===== config.mk =====
export PLATFORM = sky130hd
export DESIGN_NAME = handshake_sender_flat
export DESIGN_NICKNAME = d
export VERILOG_FILES = /design/src/rtl/handshake_sender_if.sv /design/src/rtl/handshake_sender.sv /design/src/flat_wrapper.sv
export SDC_FILE = /design/constraint.sdc
export NUM_CORES = 1
export LEC_CHECK = 0
export CAP_MARGIN = 20
export CORE_ASPECT_RATIO = 0.5
export CORE_MARGIN = 2
export CORE_UTILIZATION = 40
export DETAILED_ROUTE_END_ITERATION = 10
export DONT_BUFFER_PORTS = 1
export PLACE_DENSITY = 0.58
export SKIP_LAST_GASP = 1
export SYNTH_ARGS = -nofsm -noshare
export SYNTH_HDL_FRONTEND = slang
export SYNTH_SLANG_ARGS = --single-unit

===== constraint.sdc =====
create_clock -name clk -period 3.44 [get_ports clk]
set_input_delay 0.516 -clock clk [delete_from_list [all_inputs] [get_ports clk]]
set_output_delay 0.516 -clock clk [all_outputs]
set_load 0.1 [all_outputs]

===== src/rtl/handshake_sender_if.sv =====
// Producer / receiver bundle of the handshake sender.
// master is the sender side, slave is the producer/receiver side.
interface handshake_sender_if #(
  parameter int DEPTH = 8
);
  localparam int CW = $clog2(DEPTH) + 1;

  logic          Write;
  logic [15:0]   WriteData;
  logic          Ack;
  logic          Request;
  logic [15:0]   DataOut;
  logic          Full;
  logic          Empty;
  logic [CW-1:0] Count;
  logic          Sent;
  logic          Timeout;
  logic          Error;

  modport master (
    input  Write, WriteData, Ack,
    output Request, DataOut, Full, Empty,
    output Count, Sent, Timeout, Error
  );

  modport slave (
    output Write, WriteData, Ack,
    input  Request, DataOut, Full, Empty,
    input  Count, Sent, Timeout, Error
  );
endinterface


===== src/rtl/handshake_sender.sv =====
// FIFO-buffered four-phase Request/Ack sender
// with per-attempt timeout and bounded retries.
module handshake_sender #(
  parameter int DEPTH     = 8,
  parameter int TIMEOUT   = 32,
  parameter int MAX_RETRY = 3
) (
  input logic                clk,
  input logic                Reset,
  handshake_sender_if.master bus
);
  localparam int AW = $clog2(DEPTH);
  localparam int CW = $clog2(DEPTH) + 1;
  localparam int TW = $clog2(TIMEOUT);
  localparam int RW = $clog2(MAX_RETRY + 2);

  typedef enum logic [1:0] {
    IDLE,
    REQ,
    RELEASE,
    RETRY
  } state_t;

  state_t        state;
  logic [15:0]   mem [DEPTH];
  logic [AW-1:0] wr_ptr;
  logic [AW-1:0] rd_ptr;
  logic [CW-1:0] count;
  logic [TW-1:0] attempt;
  logic [RW-1:0] retry;
  logic          req_q;
  logic [15:0]   data_q;
  logic          sent_q;
  logic          to_q;
  logic          err_q;
  logic          full;
  logic          empty;
  logic          push;
  logic          pop;

  assign full  = (count == CW'(DEPTH));
  assign empty = (count == '0);
  assign push  = bus.Write && !full;
  assign pop   = (state == IDLE) && !empty;

  assign bus.Request = req_q;
  assign bus.DataOut = data_q;
  assign bus.Full    = full;
  assign bus.Empty   = empty;
  assign bus.Count   = count;
  assign bus.Sent    = sent_q;
  assign bus.Timeout = to_q;
  assign bus.Error   = err_q;

  // Word storage; contents are don't-care until written.
  always_ff @(posedge clk) begin
    if (push) begin
      mem[wr_ptr] <= bus.WriteData;
    end
  end

  // FIFO pointers and occupancy; the in-flight word is not counted.
  always_ff @(posedge clk or posedge Reset) begin
    if (Reset) begin
      wr_ptr <= '0;
      rd_ptr <= '0;
      count  <= '0;
    end else begin
      if (push) begin
        wr_ptr <= wr_ptr + AW'(1);
      end
      if (pop) begin
        rd_ptr <= rd_ptr + AW'(1);
      end
      count <= count + CW'(push) - CW'(pop);
    end
  end

  // Transfer FSM with registered handshake outputs and status pulses.
  always_ff @(posedge clk or posedge Reset) begin
    if (Reset) begin
      state   <= IDLE;
      req_q   <= 1'b0;
      data_q  <= '0;
      sent_q  <= 1'b0;
      to_q    <= 1'b0;
      err_q   <= 1'b0;
      attempt <= '0;
      retry   <= '0;
    end else begin
      sent_q <= 1'b0;
      to_q   <= 1'b0;
      if (bus.Write && full) begin
        err_q <= 1'b1;
      end
      unique case (state)
        IDLE: begin
          if (!empty) begin
            data_q  <= mem[rd_ptr];
            req_q   <= 1'b1;
            attempt <= '0;
            state   <= REQ;
          end
        end
        REQ: begin
          if (bus.Ack) begin
            req_q  <= 1'b0;
            sent_q <= 1'b1;
            retry  <= '0;
            state  <= RELEASE;
          end else if (attempt == TW'(TIMEOUT - 1)) begin
            req_q <= 1'b0;
            to_q  <= 1'b1;
            state <= RETRY;
          end else begin
            attempt <= attempt + TW'(1);
          end
        end
        RETRY: begin
          if (retry < RW'(MAX_RETRY)) begin
            retry   <= retry + RW'(1);
            req_q   <= 1'b1;
            attempt <= '0;
            state   <= REQ;
          end else begin
            err_q <= 1'b1;
            retry <= '0;
            state <= IDLE;
          end
        end
        RELEASE: begin
          if (!bus.Ack) begin
            state <= IDLE;
          end
        end
        default: begin
          state <= IDLE;
        end
      endcase
    end
  end
endmodule


===== src/flat_wrapper.sv =====
// flat-port wrapper written by rule: the top's interface ports become plain ports
module handshake_sender_flat 
#(
  parameter int DEPTH     = 8,
  parameter int TIMEOUT   = 32,
  parameter int MAX_RETRY = 3
)
  (clk, Reset, bus_Write, bus_WriteData, bus_Ack, bus_Request, bus_DataOut, bus_Full, bus_Empty, bus_Count, bus_Sent, bus_Timeout, bus_Error);
  handshake_sender_if #(.DEPTH(DEPTH)) bus_i ();
  input logic clk;
  input logic Reset;
  input wire logic [$bits(bus_i.Write)-1:0] bus_Write;
  input wire logic [$bits(bus_i.WriteData)-1:0] bus_WriteData;
  input wire logic [$bits(bus_i.Ack)-1:0] bus_Ack;
  output wire logic [$bits(bus_i.Request)-1:0] bus_Request;
  output wire logic [$bits(bus_i.DataOut)-1:0] bus_DataOut;
  output wire logic [$bits(bus_i.Full)-1:0] bus_Full;
  output wire logic [$bits(bus_i.Empty)-1:0] bus_Empty;
  output wire logic [$bits(bus_i.Count)-1:0] bus_Count;
  output wire logic [$bits(bus_i.Sent)-1:0] bus_Sent;
  output wire logic [$bits(bus_i.Timeout)-1:0] bus_Timeout;
  output wire logic [$bits(bus_i.Error)-1:0] bus_Error;
  assign bus_i.Write = bus_Write;
  assign bus_i.WriteData = bus_WriteData;
  assign bus_i.Ack = bus_Ack;
  assign bus_Request = bus_i.Request;
  assign bus_DataOut = bus_i.DataOut;
  assign bus_Full = bus_i.Full;
  assign bus_Empty = bus_i.Empty;
  assign bus_Count = bus_i.Count;
  assign bus_Sent = bus_i.Sent;
  assign bus_Timeout = bus_i.Timeout;
  assign bus_Error = bus_i.Error;
  handshake_sender #(.DEPTH(DEPTH), .TIMEOUT(TIMEOUT), .MAX_RETRY(MAX_RETRY)) u_core (.clk(clk), .Reset(Reset), .bus(bus_i));
endmodule

### Word level (Yosys, flattened, before mapping)

Memory sizes are Yosys's and may differ from the RTL's. A register that Yosys moved wholly into a read port is not among the register bits.
Cells that the tools add are included.

* bits in latches: 0
* memory bits (read-only): 0
* output and inout port bits: 26
* memories: 1
* RAM bits: 128
* flip-flop bits (word level): 24

Memory list
* u_core.mem: words 8, bits a word 16, read ports 1, clocked after memory_dff 1, wr ports 1, RTL line handshake_sender.sv:25 `logic [15:0] mem [DEPTH];`

* reduce and logical (&&, ||, !) cells: 14
* add/subtract/negate cells: 6
* bitwise logic cells: 1
* multiplexer cells: 29
* div/mod/pow operators: 0
* order comparisons: 1
* $mul: 0
* eq/ne operators: 12
* shifts and indexed selects: 0

Operator list (number)
* two-way mux 5 bit: 4
* two-way mux 1 bit: 15
* one-hot mux 5 bit (3 select lines): 1
* != test 2 bit (second input constant): 5
* adder 3 x 1 -> 3 bit (second input constant): 3
* two-way mux 2 bit: 4
* one-hot mux 2 bit (4 select lines): 1
* two-way mux 3 bit: 2
* one-hot mux 3 bit (2 select lines): 1
* adder 5 x 1 -> 5 bit (second input constant): 1
* == test 5 bit (second input constant): 1
* AND reduction 5 bit: 1
* adder 4 x 1 -> 4 bit: 1
* == test 2 bit (second input constant): 2
* == test 4 bit (second input constant): 1
* logical NOT 4 bit: 1
* AND reduction 2 bit: 2
* AND reduction 4 bit: 1
* subtractor 4 x 1 -> 4 bit: 1
* logical AND 1 bit: 3
* < comparator 3 x 2 -> 1 bit (second input constant): 1
* != test 3 x 2 -> 1 bit (second input constant): 1
* one-hot mux 1 bit (3 select lines): 1
* AND reduction 3 bit: 1
* other kinds (7): 8

### Depth between registers and ports, before layout

Gate-level depths: netlist (run 1).

* depth in word-level cells: 5
* depth in mapped cells: 12
* gate-level depth less buffers: 11

### Worst setup path after synthesis (run 1)

OpenSTA, ideal clock, no wires.

* path type: reg2reg
* from: register u_core.count[2], in the netlist u_core.bus.Count[2]
* to: register u_core.count[2], in the netlist u_core.bus.Count[2]
* period minus slack after synthesis: 3.881 ns
* slack: -0.441 ns
* cell stages (with the launch flop): 12
* data arrival time: 3.758 ns
* buffers on the path: 1
* setup time: 0.122 ns
* cell sequence: dfrtp_1 > inv_1 > ha_1 > nor3b_2 > or3_1 > buf_2 > inv_1 > ha_1 > inv_1 > ha_1 > fa_1 > xor2_1

RTL lines
* from (decl): RTL line handshake_sender.sv:28 `logic [CW-1:0] count;`
* from (signal assigned): RTL line handshake_sender.sv:75 `count <= count + CW'(push) - CW'(pop);`
* logical NOT 4 bit: RTL line handshake_sender.sv:42 `assign empty = (count == '0);`
* named net bus_Empty: RTL line flat_wrapper.sv:18 `output wire logic [$bits(bus_i.Empty)-1:0] bus_Empty;`
* logical NOT 1 bit: RTL line handshake_sender.sv:44 `assign pop = (state == IDLE) && !empty;`
* logical AND 1 bit: RTL line handshake_sender.sv:44
* named net u_core.pop: RTL line handshake_sender.sv:39 `logic pop;`
* subtractor 4 x 1 -> 4 bit: RTL line handshake_sender.sv:75

The timed path passes the listed nets, and every way through them passes these cells.
A chain may end at the register's enable or synchronous reset.

### Worst setup path in the final report (run 1)

* from: register u_core.count[3], in the netlist u_core.bus.Count[3]
* to: memory u_core.mem[0][7], enable pin

* word-level cells in the longest chain between the ends: 5

Ends and longest elaborated chain
* == test 4 bit: RTL line handshake_sender.sv:41 `assign full = (count == CW'(DEPTH));`
* logical NOT 1 bit: RTL line handshake_sender.sv:43 `assign push = bus.Write && !full;`
* logical AND 1 bit: RTL line handshake_sender.sv:43
* two-way mux 1 bit: RTL line handshake_sender.sv:57 `if (push) begin`
* two-way mux 1 bit (implied by the code): RTL line handshake_sender.sv:58 `mem[wr_ptr] <= bus.WriteData;`
* to (decl): RTL line handshake_sender.sv:25

Every way passes these cells.

==> impl_results.md, run 1 <==
* Critical path data required time at 3530 ps
* Final critical-path share of the clock period at 71.32%
* Maximum number of pins on one net before global-route repair at 41
* Worst Skew at 8.472 ps
* Largest stage delay on the critical path at 460 ps
* Die Y-Extent at 95.13 um
* Cell with the most instances after synthesis: edfxtp_1
* Antenna violations before repair at 0
* Worst path slowest cell: nor2b_1
* Share of flip-flops with an asynchronous set or reset after synthesis at 23.81%
* Biggest area consumer among synthesized cells: edfxtp_1
* Placer Congestion at 0.7388
* IR Drop Worst-Case VDD at 0.0004173 V
* Critical Path Most Common Cell: buf_4
* Area growth from synthesis to layout at 13.65%
* Placeable core region at 0.01631 mm2
* Data arrival at the endpoint of the critical path at 2550 ps
* Post-layout min period at 2453 ps
* Clock insertion delay at the later pin of the skew report at 410 ps
* Number of design rule violations left after detail routing at 0
* Number of flops mapped to enable cells by yosys at 128
* Post-DP HPWL at 7216 um
* Placement Rows at 33
* Net count of the mapped netlist at 396
* P per Cell Area at 993.9 mW/mm2
* Top post-synthesis cells by count: edfxtp_1 (128), dfrtp_1 (40), nand2_1 (32), mux4_2 (30)
* Average footprint of a synthesized cell at 18.25 um2
* Relative slew slack at 36.55%
* Ys Warns at 0
* First-pass GRT wire length at 18520 um
* Number of nets with antenna violations after routing at 0
* Violation count after the first detailed-routing iteration at 223
* Endpoint class of the critical path: flop
* Clock tree from TritonCTS: done
* Class of the most critical hold timing path: primary input to flop
* Worst-path cell chain: buf_4 -> ha_1 -> nor3b_4 -> nor2b_1 -> nand2b_1 -> nor3_2 -> buf_4
* Die width at 186.3 um
* Largest delay contributor family on the critical path: simple AND/OR/NAND/NOR gates
* Critical Path Fanout Max at 16
* Most used DFF post-synth: edfxtp_1
* Area fraction of the dominant cell type after synthesis at 57.85%
* Register clock-pin slew on the reported worst setup and hold paths at 70 ps
* Final setup viols at 0
* TritonCTS Buffers at 17
* Worst Max-Slew Pin Slew at 951.8 ps
* Root Buffer: clkbuf_16
* Full die area at 0.01772 mm2
* Sum of buffers and inverters on the critical path at 2
* Post-synthesis sequential area ratio at 72.92%
* Remaining global-route overflow at 0
* Most area-consuming cells after synthesis: edfxtp_1 (58%), dfrtp_1 (15%), mux4_2 (10%)
* Total vias in the final route at 3142
* Drt pass-1 iters at 4
* Number of endpoints with negative hold slack in the final report at 0
* Via count of the first global-routing pass at 3309
* Fraction of final layout cells with drive strength greater than 1 at 21.36%
* Number of port buffers at 0
* Crit path launch type: flop
* Instance count of the mapped netlist at 364
* Maximum frequency from static timing analysis at 407.6 MHz
* Number of max-slew violations in the final report at 0
* Clock Path Buffers at 2
* Final core utilization at 46.30%
* Vias per Instance at 5.027
* Post-layout nets at 417
* Io pins at 46
* Placed inst area at 0.006962 mm2
* Overall global routing resource usage at 14.50%
* Post-synth cell types at 38
* Antenna Diode Count at 0
* Leakage power of the design at 2.697 nW
* Maximum level of the CTS H-tree at 4
* Initial core utilization at 40.74%
* Average detailed-routed wire length per instance at 18.67 um
* Cell area after synthesis at 0.006644 mm2
* Sum of routed wire length over all layers at 11670 um
* Run status: completed
* Number of clock sinks at 168
* Flip-flop and latch count after synthesis at 168
* Startpoint-to-endpoint class of the critical path: flop to flop
* Max-cap violations at 0
* RSZ-0062 raised after global routing: false
* Final instance area at 0.007551 mm2
==> per-stage QoR <==
step / power, mW / hold WS [ps] / setup slack [ps] / TNS [ps] / cells
6_report: 7.505 / 166.2 / 986.5 / 0 / 625
5_1_grt: 7.924 / 144.5 / 860.2 / 0 / 625
4_1_cts: 7.600 / 146.9 / 965.0 / 0 / 625
3_5_place_dp: 5.775 / 424.9 / 990.2 / 0 / 592
3_3_place_gp: 5.709 / 404.4 / 1060 / 0 / 592
2_1_floorplan: 5.335 / 453.2 / -43.61 / -43.61 / 364
==> what timing repair did <==
| action | in CTS | in global routing |
|---|---|---|
| hold endpoints to repair | 13 | 0 |
| setup buffers | 0 | 0 |
| resized for setup | 0 | 0 |
| hold buffers | 1 | 0 |
==> flip-flops by register name, summed over array words and instances, names as in the netlist, 2 cells and up <==
register,count
u_core.rd_ptr,3
u_core.bus.DataOut,16
u_core.state,2
u_core.bus.Count,4
u_core.mem,128
u_core.wr_ptr,3
u_core.retry,3
u_core.attempt,5
==> area by class of cell <==
type	count	area [um2]
Sequential cell	168	4847
Multi-Input combinational cell	169	1658
Timing Repair Buffer	19	145.1
Tap cell	227	284.0
Clock buffer	18	429.2
Fill cell	1375	8758
Clock inverter	14	150.1
Inverter	10	37.54
==> cells by family after synthesis <==
family / share of synthesized area [%]
AO/OA/AOI/OAI: 3.126
buffers and inverters: 2.467
AND/OR/NAND/NOR: 4.482
XOR/XNOR: 0.7911
flip-flops: 72.92
adder cells (fa/ha/maj): 2.373
multiplexers: 13.84
==> power breakdown <==
part	switching (mW)	internal, mW	total (mW)
Combinational	1.10	0.825	1.93
Sequential	1.12	2.63	3.75
Clock	0.857	0.972	1.83
Total	3.08	4.43	7.51
==> worst paths after layout <==
path / from / cells after the start / slack [ps] / to
max: u_core.bus.Count[3]$_DFF_PP0_ / 7 / 990 / u_core.mem[0][7]$_DFFE_PP_
min: bus_Ack / 1 / 170 / u_core.bus.Timeout$_DFF_PP0_
max reg2reg: u_core.bus.Count[3]$_DFF_PP0_ / 7 / 990 / u_core.mem[0][7]$_DFFE_PP_
min reg2reg: u_core.retry[2]$_DFFE_PP0P_ / 1 / 490 / u_core.retry[0]$_DFFE_PP0P_
max in group asynchronous: Reset / 3 / 2140 / u_core.rd_ptr[1]$_DFFE_PP0P_
min in group asynchronous: Reset / 2 / 540 / u_core.bus.Count[3]$_DFF_PP0_
==> worst register-to-register path, delay by kind of cell (launching register included) <==
family                   cells  cell delay [ps]
flip-flops                   1              380
AND/OR/NAND/NOR              4              980
adder cells (fa/ha/maj)      1              210
buffers and inverters        2              550
==> layer usage <==
metal | routed length [um] | track usage, % | up-vias | share of wire, %
met5 | 0 | 0 | - | 0
met3 | 702 | 5.042 | 9 | 6.0
li1 | - | - | 1450 | -
met4 | 108 | 4.331 | 0 | 0.93
met2 | 5541 | 23.95 | 62 | 47
met1 | 5318 | 18.31 | 1621 | 46
==> layout by cell type, fill, tap and decap left out, types with 4 or more instances in the layout <==
master,instances
dfrtp_1,38
clkbuf_16,17
ha_1,11
inv_8,6
mux2i_1,18
inv_1,9
nor2_1,13
o21ai_1,18
nand2_1,32
edfxtp_1,128
mux4_2,30
buf_4,18
a21oi_1,4
(Power assumes the default switching activity.)
==> run 2, diff against run 1 <==
- clock period: 3.44 -> 2.4 ns (I/O delays scaled with it)
==> run 2 against run 1 <==
Against the previous run: global-route usage increased by 0.98 points; clock-buffer cell count fell by 1; combinational power is 88% higher; sequential share of layout area decreased by 2.2 points; utilization increased by 1.7 points; via count increased by 2.9%.
==> impl_results.md, run 2 (synthesis results as in run 1) <==
* Antenna violations before repair at 0
* Maximum frequency from static timing analysis at 435.0 MHz
* Critical path data required time at 2730 ps
* Run status: completed
* Area growth from synthesis to layout at 17.87%
* Placeable core region at 0.01631 mm2
* Number of design rule violations left after detail routing at 0
* Hold buffer count at cts at 1
* Root Buffer: clkbuf_16
* Placer Congestion at 0.7222
* Endpoint class of the critical path: flop
* Most flop-heavy register: u_core.mem
* Class of the most critical hold timing path: primary input to asynchronous set/reset pin
* Worst Skew at 11.58 ps
* Max-cap violations at 0
* Io pins at 46
* Antenna Diode Count at 0
* IR Drop Worst-Case VDD at 0.0008121 V
* Drt pass-1 iters at 5
* Post-layout nets at 428
* TritonCTS Buffers at 17
* Die Y-Extent at 95.13 um
* Via count of the first global-routing pass at 3391
* Final critical-path share of the clock period at 95.78%
* Final core utilization at 48.02%
* Leakage power of the design at 2.780 nW
* Fraction of final layout cells with drive strength greater than 1 at 29.10%
* Crit path launch type: flop
* Maximum number of pins on one net before global-route repair at 41
* PostCTS Resize Cnt at 0
* Storage cell area at 0.004856 mm2
* Total vias in the final route at 3234
* Overall global routing resource usage at 15.48%
* Vias per Instance at 5.085
* Average detailed-routed wire length per instance at 19.83 um
* Number of nets with antenna violations after routing at 0
* Post-DP HPWL at 7789 um
* Placement Rows at 33
* Number of buffers inserted by post-CTS setup repair at 0
* Number of filler cells placed in the layout at 1336
* Critical Path Fanout Max at 3
* Most common cell after layout, fill and taps aside: edfxtp_1
* Sum of routed wire length over all layers at 12610 um
* Register clock-pin slew on the reported worst setup and hold paths at 70 ps
* Initial core utilization at 40.74%
* Worst Max-Slew Pin Slew at 960.3 ps
* Multi-input combinational cell area at 0.001783 mm2
* Violation count after the first detailed-routing iteration at 204
* Startpoint-to-endpoint class of the critical path: flop to flop
* First-pass GRT wire length at 19480 um
* Minimum setup slack in the final design at 101.4 ps
* P per Cell Area at 1440 mW/mm2
* Die width at 186.3 um
* Clock Path Buffers at 2
* Clock insertion delay at the later pin of the skew report at 430 ps
* Number of endpoints with negative hold slack in the final report at 0
* Largest register FFs at 128
* Final setup viols at 0
* Post-placement worst setup slack at 134.0 ps
* Maximum level of the CTS H-tree at 4
* Remaining global-route overflow at 0
* Full die area at 0.01772 mm2
* RSZ-0062 raised after global routing: false
* Number of clock sinks at 168
* Clock tree from TritonCTS: done
* Number of port buffers at 0
* Data arrival at the endpoint of the critical path at 2630 ps
* Number of max-slew violations in the final report at 0
* Relative slew slack at 35.98%
* Highest-count cells in the layout ignoring fill and taps: edfxtp_1 (128), dfrtp_1 (35), nand2_1 (31)
* Post-layout min period at 2299 ps
-- run 2: cell count changes in the layout (fill, tap and decap cells not counted), moves of 3 or more --
cell,before,now
buf_4,18,24
dfrtp_1,38,35
ha_4,0,3
buf_12,0,5
nor2_4,0,6
ha_1,11,8
inv_1,9,4
nor2_1,13,7
inv_2,0,5
-- run 2: path summary, 6_finish.rpt --
kind                                                from                            end  slack (ps)  cells after the start
setup / recovery           u_core.bus.Count[2]$_DFF_PP0_  u_core.bus.Count[3]$_DFF_PP0_         100                     11
hold / removal                                     Reset     u_core.bus.Error$_DFF_PP0_          20                      1
setup reg to reg           u_core.bus.Count[2]$_DFF_PP0_  u_core.bus.Count[3]$_DFF_PP0_         100                     11
hold reg to reg              u_core.retry[2]$_DFFE_PP0P_    u_core.retry[0]$_DFFE_PP0P_         520                      1
max in group asynchronous                          Reset  u_core.bus.Count[2]$_DFF_PP0_        1680                      1
min in group clk                       bus_WriteData[10]    u_core.mem[2][10]$_DFFE_PP_          20                      0
-- run 2: layout make-up --
| cell class | count | area share [%] |
|---|---|---|
| inverters | 10 | 0.5113 |
| multi-input cells | 169 | 22.77 |
| clock inverters | 15 | 1.949 |
| repair buffers | 30 | 3.707 |
| flip-flops and latches | 168 | 62.01 |
| well taps | 227 | 3.627 |
| clock buffers | 17 | 5.432 |
-- run 2: power breakdown --
part           total (mW)  switching (mW)  internal, mW
sequential           4.99            1.20          3.79
combinational        3.63            2.21          1.42
clock                2.65            1.26          1.39
-- run 2: metal layers --
metal / part of all wire [%] / GRT usage (%)
met4: 1.4 / 5.709
met3: 5.1 / 4.660
met5: 0 / 0
met1: 44 / 19.48
met2: 50 / 25.71
-- run 2: worst max-delay path: stages, from the launching register on --
cell,delay [ps]
dfrtp_4,420
inv_4,50
ha_4,140
nor3b_4,140
or3_1,390
inv_2,110
ha_4,130
inv_2,40
ha_1,270
a21o_1,170
a21oi_2,150
xor2_1,200
-- run 2: metrics by stage --
stage	total power, mW	instances	setup TNS, ps	hold WS (ps)	area, um2
floorplan	7.899	364	-22300	431.4	6824
global placement	8.587	603	0	439.8	7243
detailed placement	8.763	603	0	437.9	7243
CTS	11.41	636	0	9.362	7831
global route	11.83	636	0	1.761	7831
finish	11.28	636	0	20.39	7831
